[src/rtl/bcd_countdown.sv]
// rtl/bcd_countdown.sv - two-digit BCD down-counter with load, start, enable and optional auto-reload
module bcd_countdown #(
  parameter bit AUTO_RELOAD = 1'b0
) (
  input  logic       clk,
  input  logic       rst,
  input  logic       load,
  input  logic [7:0] load_val,
  input  logic       start,
  input  logic       en,
  output logic [3:0] tens,
  output logic [3:0] ones,
  output logic       busy,
  output logic       done
);

  typedef enum logic [1:0] {
    IDLE = 2'd0,
    RUN  = 2'd1,
    DONE = 2'd2
  } state_t;

  state_t     state;
  state_t     state_n;
  logic [3:0] tens_n;
  logic [3:0] ones_n;
  logic [7:0] reload;
  logic [7:0] reload_n;
  logic       is_zero;
  logic       is_one;

  // A loaded digit above 9 is not BCD; saturate it to 9 instead.
  function automatic logic [3:0] clamp9(input logic [3:0] d);
    return (d > 4'd9) ? 4'd9 : d;
  endfunction

  assign is_zero = (tens == 4'd0) && (ones == 4'd0);
  assign is_one  = (tens == 4'd0) && (ones == 4'd1);

  // Next state and next count; load overrides everything except reset.
  always_comb begin
    state_n  = state;
    tens_n   = tens;
    ones_n   = ones;
    reload_n = reload;
    if (load) begin
      tens_n   = clamp9(load_val[7:4]);
      ones_n   = clamp9(load_val[3:0]);
      reload_n = {clamp9(load_val[7:4]), clamp9(load_val[3:0])};
      state_n  = IDLE;
    end else begin
      case (state)
        IDLE: begin
          if (start) begin
            state_n = is_zero ? DONE : RUN;
          end
        end
        RUN: begin
          if (en) begin
            if (is_zero) begin
              // Never borrow below 00; finish instead of wrapping to 99.
              state_n = DONE;
            end else if (is_one) begin
              ones_n  = 4'd0;
              state_n = DONE;
            end else if (ones != 4'd0) begin
              ones_n = ones - 4'd1;
            end else begin
              ones_n = 4'd9;
              tens_n = tens - 4'd1;
            end
          end
        end
        DONE: begin
          if (AUTO_RELOAD && (reload != 8'h00)) begin
            tens_n  = reload[7:4];
            ones_n  = reload[3:0];
            state_n = RUN;
          end else begin
            state_n = IDLE;
          end
        end
        default: state_n = IDLE;
      endcase
    end
  end

  // State, count and reload registers with asynchronous clear.
  always_ff @(posedge clk or posedge rst) begin
    if (rst) begin
      state  <= IDLE;
      tens   <= 4'd0;
      ones   <= 4'd0;
      reload <= 8'h00;
    end else begin
      state  <= state_n;
      tens   <= tens_n;
      ones   <= ones_n;
      reload <= reload_n;
    end
  end

  assign busy = (state == RUN);
  assign done = (state == DONE);

endmodule

[config.mk]
export PLATFORM = sky130hd
export DESIGN_NAME = bcd_countdown
export DESIGN_NICKNAME = d
export VERILOG_FILES = /design/src/rtl/bcd_countdown.sv
export SDC_FILE = /design/constraint.sdc
export NUM_CORES = 1
export LEC_CHECK = 0
export BUFFER_PORTS_ARGS = -buffer_cell sky130_fd_sc_hd__buf_4
export CAP_MARGIN = 20
export CORE_MARGIN = 3
export CORE_UTILIZATION = 40
export CTS_BUF_LIST = sky130_fd_sc_hd__clkbuf_4
export CTS_CLUSTER_DIAMETER = 150
export DETAILED_ROUTE_END_ITERATION = 6
export PLACE_DENSITY = 0.65
export SLEW_MARGIN = 15
export SYNTH_ARGS = -nofsm -noshare
export SYNTH_HDL_FRONTEND = slang
export SYNTH_SLANG_ARGS = --single-unit
[constraint.sdc]
create_clock -name clk -period 5.38 [get_ports clk]
set_input_delay 0.269 -clock clk [delete_from_list [all_inputs] [get_ports clk]]
set_output_delay 0.269 -clock clk [all_outputs]
set_load 0.005 [all_outputs]
==> results of run 1 <==
==> logic make-up (layout without fill, tap and decap cells) <==
group	after synthesis	after routing
xor gates and xnor gates	3	3
DFF	10	10
muxes	2	2
buffers and inverters	8	32
and+or+nand+nor	25	25
AOI/OAI and AO/OA	22	22
adders and majority gates	4	4
==> metrics by stage <==
stage	power (uW)	hold WS (ns)
global placement	151.4	0.2888
global route	216.4	0.02043
detailed placement	151.8	0.2875
finish	201.5	-0.01205
floorplan	126.5	0.1092
CTS	203.8	0.002619
==> critical path: stages (launching register included) <==
cell	delay, ns
dfrtp_1	0.43
inv_1	0.12
ha_1	0.26
or3b_4	0.44
nor3_4	0.24
mux2i_1	0.21
a22o_1	0.13
==> worst max-delay path by stage <==
stage,startpoint,endpoint,slack [ns],cells after the start
5_1_grt,ones[0],tens[1],3.38,6
4_1_cts,ones[0],tens[1],3.48,6
3_5_place_dp,ones[0],tens[1],3.52,6
6_report,ones[0],tens[1],3.50,6
2_1_floorplan,ones[0],tens[1],3.65,6
3_3_place_gp,ones[0],tens[1],3.57,6
==> final cells by class <==
class	instances	area (sq um)
Tap cell	24	30.03
Inverter	7	26.28
Timing Repair Buffer	22	165.2
Multi-Input combinational cell	56	430.4
Clock buffer	3	22.52
Fill cell	147	669.4
Sequential cell	10	250.2
==> flip-flops by register name, indices dropped and copies added (netlist names) <==
| register | flops |
|---|---|
| ones | 4 |
| tens | 4 |
| state | 2 |
==> synthesized netlist by cell type (2+ instances only) <==
| cell | instances |
|---|---|
| nor2_1 | 3 |
| dfrtp_1 | 10 |
| xor2_1 | 2 |
| nor3_1 | 5 |
| nand2_1 | 3 |
| ha_1 | 4 |
| nand4_1 | 2 |
| nor2b_1 | 2 |
| inv_1 | 6 |
| o31ai_1 | 2 |
| o21ai_1 | 2 |
| a21oi_1 | 6 |
| a32oi_1 | 2 |
==> cells in the final DEF (no fill, tap or decap), types with 2 or more instances in the layout <==
cell type  synthesis  layout
nor3_1             5       5
nand4_1            2       2
inv_1              6       6
dfrtp_1           10      10
clkbuf_4           0       3
nand2_1            3       3
nor2_1             3       3
o31ai_1            2       2
buf_4              0      22
xor2_1             2       2
o21ai_1            2       2
nor2b_1            2       2
ha_1               4       4
a32oi_1            2       2
a21oi_1            6       6
==> power by group <==
group	leakage, uW	internal, uW	switching [uW]
Combinational	0.000268	30.8	26.8
Sequential	0.000122	81.8	10.7
Clock	0.0000138	25.8	25.6
Total	0.000403	138	63.1
==> routing by layer <==
layer  global-route usage, %  vias to the layer above
li1                        -                      333
met1                   20.88                      309
met2                   20.41                       27
met3                   4.601                        0
met4                   4.265                        0
met5                       0                        -
==> results.json, run 1 <==
{
  "rows": 14,
  "cts_sinks": 10,
  "synthSimpleGateAreaFrac_pct": 25.09,
  "first_pass_iters": 4,
  "first_iter_violations": 8,
  "syn_nets": 91,
  "dieArea_sq_um": 2340,
  "met3_length_um": 136,
  "place_ws_ns": 3.516,
  "vias": 669,
  "yosysTopAreaCell": "dfrtp_1",
  "ys_warn_count": 0,
  "power.density_nw_per_um2": 217.9,
  "finish.instance_area_sq_um": 924.6,
  "r2r_cells": 6,
  "drc": 0,
  "fin_crit_ns": 1.884,
  "utilization_pct": 58.01,
  "synth_compound_area_share_pct": 21.25,
  "cts_resized": 0,
  "crit-reg2reg-launch": "ones[0]",
  "ys.flop_type": "dfrtp_1",
  "cts_setup_buffers": 0,
  "period_share_pct": 35.02,
  "path_clk_slew_ns": 0.07,
  "ant_nets": 0,
  "track_usage_pct": 14.44,
  "finalClockSkew_ns": 0.007453,
  "clock_latency_ns": 0.26,
  "port_buffers": 22,
  "die_x_um": 48.38,
  "avgSynthCellArea_sq_um": 9.705,
  "grt_max_degree": 11,
  "pin_count": 23,
  "post_synth_xor_area_fraction_pct": 3.659,
  "clockBufferDepth": 2,
  "dp_hpwl_um": 1246,
  "async_reset_ff_share_pct": 100.0,
  "tightestPinTransition_ns": 0.4011,
  "synth_top_family_by_area": "simple AND/OR/NAND/NOR gates",
  "final_cells": 122,
  "ys_types": 38,
  "viasPerCell": 5.484,
  "grt_pass1_wl_um": 2697,
  "hold_viol": 10,
  "tritoncts": "yes",
  "status": "finished with violations",
  "wl_met1_um": 754,
  "synth_enable_flop_cells": 0,
  "fin_hold_ws_ns": -0.01205,
  "top_layer": "met3",
  "cts_hold_buf": 0,
  "place_congestion": 0.7856,
  "synth.area.top_cells": "dfrtp_1 35%, ha_1 7.0%, a21oi_1 4.2%, nor3_1 3.5%, inv_1 3.1%",
  "core_area_sq_um": 1594,
  "rsz0062_at_grt": "no",
  "critical_path_class": "flop to flop",
  "dp.cells": 119,
  "vdd_ir_drop_max_mv": 0.1194,
  "synth_fa_ha_area_share_pct": 6.969,
  "max_freq_mhz": 530.8,
  "crit_arrival_ns": 2.08,
  "die_height_um": 48.38,
  "drive_above_1_share_pct": 33.67,
  "wl_per_cell_um": 13.03,
  "hold_path_class": "input pin to async pin",
  "start_kind": "flop",
  "cp.required_ns": 5.58,
  "antenna_cells": 0,
  "initial_core_util_pct": 45.05,
  "crit_fanout": 6,
  "grt_overflow": 0,
  "synth_top_area_share_pct": 34.84,
  "end_kind": "flop",
  "max-cap-violations": 0,
  "syn_inst": 74,
  "ys_seq_elements": 10,
  "placed_area_sq_um": 902.1,
  "rrSetupSlack_ns": 3.50,
  "netlist_area_sq_um": 718.2,
  "wl_um": 1590,
  "antenna_found_initial": 0,
  "areaGrowthSynthToFinish_pct": 28.75,
  "r2r_end": "tens[1]",
  "setup_tns_ns": 0,
  "relSlewSlack_pct": 73.23,
  "grt_pass1_vias": 602,
  "ys_seq_area_share_pct": 34.84,
  "setup_slack_ns": 3.496,
  "yosys-mux-area-fraction_pct": 2.962,
  "cts_buffers": 3,
  "setup_viol": 0,
  "wl_met2_um": 699,
  "p_leak_uw": 0.0004035,
  "cts_root_buf": "clkbuf_4",
  "violations": "negative hold slack",
  "nNetsFinal": 117,
  "slew_violations": 0,
  "cts-htree-levels": 1
}
Note: power is estimated with default switching activity, not from simulation.
==> inputs of run 2 (changes only) <==
==> constraint.sdc (replaced) <==
create_clock -name clk -period 2 [get_ports clk]
set_input_delay 0.1 -clock clk [delete_from_list [all_inputs] [get_ports clk]]
set_output_delay 0.1 -clock clk [all_outputs]
set_load 0.005 [all_outputs]
==> results.json, run 2 (same netlist as run 1, synthesis figures left out) <==
{
  "cts_resized": 0,
  "clock_latency_ns": 0.27,
  "hold_path_class": "input pin to flop",
  "clockBufferDepth": 2,
  "final_common_cell": "buf_4",
  "core_area_sq_um": 1594,
  "max-cap-violations": 0,
  "tightestPinTransition_ns": 0.3963,
  "nNetsFinal": 120,
  "internal_power_uw": 380.1,
  "grt_pass1_vias": 583,
  "setup_viol": 0,
  "die_height_um": 48.38,
  "power.switching_uw": 178.8,
  "cts_buffers": 3,
  "fin_crit_ns": 1.769,
  "areaGrowthSynthToFinish_pct": 32.75,
  "finalClockSkew_ns": 0.004796,
  "crit_arrival_ns": 1.94,
  "place_ws_ns": 0.2356,
  "grt_pass1_wl_um": 2573,
  "cts-htree-levels": 1,
  "antenna_cells": 0,
  "ant_nets": 0,
  "drc": 0,
  "period_share_pct": 88.46,
  "initial_core_util_pct": 45.05,
  "cts_sinks": 10,
  "cp.required_ns": 2.17,
  "start_kind": "flop",
  "placed_area_sq_um": 917.1,
  "setup_slack_ns": 0.2308,
  "grt_overflow": 0,
  "vdd_ir_drop_max_mv": 0.3049,
  "top_regs": "ones (4), tens (4), state (2)",
  "rows": 14,
  "first_pass_iters": 4,
  "tritoncts": "yes",
  "pwr-share-clk_pct": 26.4,
  "status": "finished, final reports clean",
  "relSlewSlack_pct": 73.55,
  "mostFrequentLayoutCells": "24 x buf_4, 10 x dfrtp_1, 6 x a21oi_1, 6 x inv_1, 5 x nor3_1",
  "path_clk_slew_ns": 0.07,
  "place_congestion": 0.8217,
  "hold_viol": 0,
  "vias": 668,
  "seqPwrFrac_pct": 44.6,
  "crit_fanout": 4,
  "setup_tns_ns": 0,
  "finish.instance_area_sq_um": 953.4,
  "p_sw_share_pct": 31.99,
  "pwr-share-comb_pct": 29.0,
  "dieArea_sq_um": 2340,
  "rsz0062_at_grt": "no",
  "antenna_found_initial": 0,
  "wl_um": 1606,
  "cts_setup_buffers": 0,
  "end_kind": "flop",
  "power_uw": 558.9,
  "wl_per_cell_um": 12.75,
  "p_leak_uw": 0.0004197,
  "max_freq_mhz": 565.2,
  "power.density_nw_per_um2": 586.3,
  "drive_above_1_share_pct": 34.31,
  "slew_violations": 0,
  "die_x_um": 48.38,
  "port_buffers": 22,
  "first_iter_violations": 6,
  "utilization_pct": 59.81,
  "viasPerCell": 5.302,
  "critical_path_class": "flop to flop",
  "pin_count": 23,
  "cts_hold_buf": 1,
  "dp_hpwl_um": 1286,
  "cts_root_buf": "clkbuf_4",
  "grt_max_degree": 11,
  "track_usage_pct": 13.95
}
-- run 2: cell count changes in the layout (fill, tap and decap cells not counted), sizes merged --
| cell | before | now |
|---|---|---|
| clkinv | 0 | 1 |
| dlygate4sd3 | 0 | 1 |
| buf | 22 | 24 |
-- run 2: metrics by stage --
stage	instances	hold WS, ns
6_report	126	0.06154
3_3_place_gp	121	0.1158
3_5_place_dp	121	0.1152
5_1_grt	126	0.06031
4_1_cts	126	0.06182
2_1_floorplan	74	-0.05982
-- run 2: power by group through the flow --
stage | combinational, uW | clock [uW] | sequential (uW)
after floorplan | 90.9 | 0 | 249
after global placement | 160 | 0 | 252
after detailed placement | 162 | 0 | 253
after CTS | 164 | 153 | 249
after global routing | 179 | 163 | 254
final | 162 | 148 | 249
-- run 2: area by class of cell --
| type | count | area (sq um) |
|---|---|---|
| Tap cell | 24 | 30.03 |
| Sequential cell | 10 | 250.2 |
| Timing Repair Buffer | 25 | 190.2 |
| Clock inverter | 1 | 3.754 |
| Clock buffer | 3 | 22.52 |
| Multi-Input combinational cell | 56 | 430.4 |
| Fill cell | 155 | 640.6 |
| Inverter | 7 | 26.28 |
-- run 2: worst paths after layout --
kind	start	endpoint	slack (ns)	cells past startpoint
worst max-delay path	ones[1]	ones[0]	0.23	6
worst min-delay path	load_val[6]	tens[2]	0.06	3
worst max register to register	ones[1]	ones[0]	0.23	6
worst min register to register	state[1]	state[1]	0.51	1
max in group asynchronous	rst	tens[3]	1.35	3
min in group asynchronous	rst	ones[0]	0.37	3
-- run 2: critical path: stages, from the launching register on --
cell and delay, ns:
dfrtp_1 0.42, inv_1 0.12, ha_1 0.17, or3b_4 0.41
o21ai_2 0.22, nor3_1 0.07, a311oi_1 0.26
-- run 2: per-layer routing --
metal  track usage (%)  part of all wire [%]
met3             4.294                   7.7
met5                 0                     0
met4             4.265                     0
met2             21.10                    43
met1             19.08                    49
==> inputs of run 3 (changes only) <==
--- a/config.mk
+++ b/config.mk
@@ -13,6 +13,7 @@
 export CTS_CLUSTER_DIAMETER = 150
 export DETAILED_ROUTE_END_ITERATION = 6
 export PLACE_DENSITY = 0.65
+export RECOVER_POWER = 25
 export SLEW_MARGIN = 15
 export SYNTH_ARGS = -nofsm -noshare
 export SYNTH_HDL_FRONTEND = slang
==> results.json, run 3 (same netlist as run 1, synthesis figures left out) <==
{
  "areaGrowthSynthToFinish_pct": 32.75,
  "start_kind": "flop",
  "top_regs": "ones (4), tens (4), state (2)",
  "viasPerCell": 5.302,
  "port_buffers": 22,
  "antenna_cells": 0,
  "rrSetupSlack_ns": 0.23,
  "end_kind": "flop",
  "vias": 668,
  "rows": 14,
  "mostFrequentLayoutCells": "23 x buf_4, 10 x dfrtp_1, 6 x a21oi_1, 6 x inv_1, 5 x nor3_1",
  "clockBufferDepth": 2,
  "cts-htree-levels": 1,
  "clock_latency_ns": 0.27,
  "setup_slack_ns": 0.2268,
  "setup_tns_ns": 0,
  "slew_violations": 0,
  "path_clk_slew_ns": 0.07,
  "pin_count": 23,
  "critPathBufInv": 1,
  "grt_max_degree": 11,
  "vdd_ir_drop_max_mv": 0.3044,
  "nNetsFinal": 120,
  "place_congestion": 0.8217,
  "cts_sinks": 10,
  "core_area_sq_um": 1594,
  "status": "finished, final reports clean",
  "critical_path_class": "flop to flop",
  "tightestPinTransition_ns": 0.3964,
  "hold_path_class": "input pin to flop",
  "drc": 0,
  "crit-reg2reg-launch": "ones[1]",
  "hold_depth": 3,
  "rsz0062_at_grt": "no",
  "die_x_um": 48.38,
  "first_iter_violations": 6,
  "cts_resized": 0,
  "drive_above_1_share_pct": 34.31,
  "power.density_nw_per_um2": 585.8,
  "grt_overflow": 0,
  "track_usage_pct": 13.95,
  "max_freq_mhz": 564.0,
  "cts_buffers": 3,
  "final_common_cell": "buf_4",
  "ant_nets": 0,
  "fin_crit_ns": 1.773,
  "place_ws_ns": 0.2356,
  "cp.required_ns": 2.17,
  "max-cap-violations": 0,
  "critical_path.slowest_cell": "dfrtp_1",
  "period_share_pct": 88.66,
  "hold_viol": 0,
  "setup_viol": 0,
  "wl_um": 1599,
  "crit_fanout": 4,
  "tritoncts": "yes",
  "cts_root_buf": "clkbuf_4",
  "hold_start": "load_val[6]",
  "cts_setup_buffers": 0,
  "finalClockSkew_ns": 0.004190,
  "wl_per_cell_um": 12.69,
  "crit_end": "ones[0]",
  "worst-path-stages": 6,
  "grt_pass1_wl_um": 2573,
  "p_leak_uw": 0.0004195,
  "grt_pass1_vias": 583,
  "crit_arrival_ns": 1.94,
  "die_height_um": 48.38,
  "crit_path_max_incr_delay_ns": 0.42,
  "relSlewSlack_pct": 73.55,
  "dieArea_sq_um": 2340,
  "critical_path.startpoint": "ones[1]",
  "r2r_cells": 6,
  "dp_hpwl_um": 1286,
  "first_pass_iters": 4,
  "antenna_found_initial": 0,
  "cts_hold_buf": 1,
  "r2r_end": "ones[0]",
  "initial_core_util_pct": 45.05,
  "crit_chain": "inv_1 > ha_1 > or3b_4 > o21ai_2 > nor3_1 > a311oi_1",
  "critical_path.top_delay_family": "simple AND/OR/NAND/NOR gates"
}
[run 3: worst min-delay path, delay by kind of cell]
| family | cells | cell delay [ns] |
|---|---|---|
| buffers and inverters | 1 | 0.08 |
| AO/OA/AOI/OAI | 1 | 0.06 |
| AND/OR/NAND/NOR | 1 | 0.04 |
[run 3: metrics by stage]
| stage | util [%] | instances | cell area, sq um | power (uW) | hold slack [ns] |
|---|---|---|---|---|---|
| 2_1_floorplan | - | 74 | 718.2 | 340.3 | -0.05982 |
| 3_3_place_gp | 57.54 | 121 | 917.1 | 412.5 | 0.1158 |
| 3_5_place_dp | 57.54 | 121 | 917.1 | 414.9 | 0.1152 |
| 4_1_cts | 59.81 | 126 | 953.4 | 566.4 | 0.06182 |
| 5_1_grt | 59.81 | 126 | 953.4 | 596.0 | 0.06031 |
| 6_report | 59.81 | 126 | 953.4 | 558.5 | 0.06120 |
[run 3: worst min path at each step]
stage                          to
final                     tens[2]
after global routing      tens[1]
after detailed placement  ones[1]
after CTS                 tens[1]
after global placement    ones[1]
after floorplan           ones[0]
[run 3: power by group]
| part | internal, uW | switching (uW) |
|---|---|---|
| clock network | 72.1 | 75.9 |
| registers | 220 | 29.1 |
| logic | 87.9 | 73.6 |
| total | 380 | 179 |
[run 3: cell type report]
cell class	count	area, sq um
Tap cell	24	30.03
Clock buffer	3	22.52
Fill cell	155	640.6
Multi-Input combinational cell	56	430.4
Inverter	7	26.28
Timing Repair Buffer	25	190.2
Sequential cell	10	250.2
Clock inverter	1	3.754
[run 3: metal layers]
metal / vias to the layer above / global-route usage [%] / routed length, um
li1: 337 / - / -
met1: 303 / 19.08 / 770
met2: 28 / 21.10 / 702
met3: 0 / 4.294 / 126
met4: 0 / 4.265 / 0
met5: - / 0 / 0
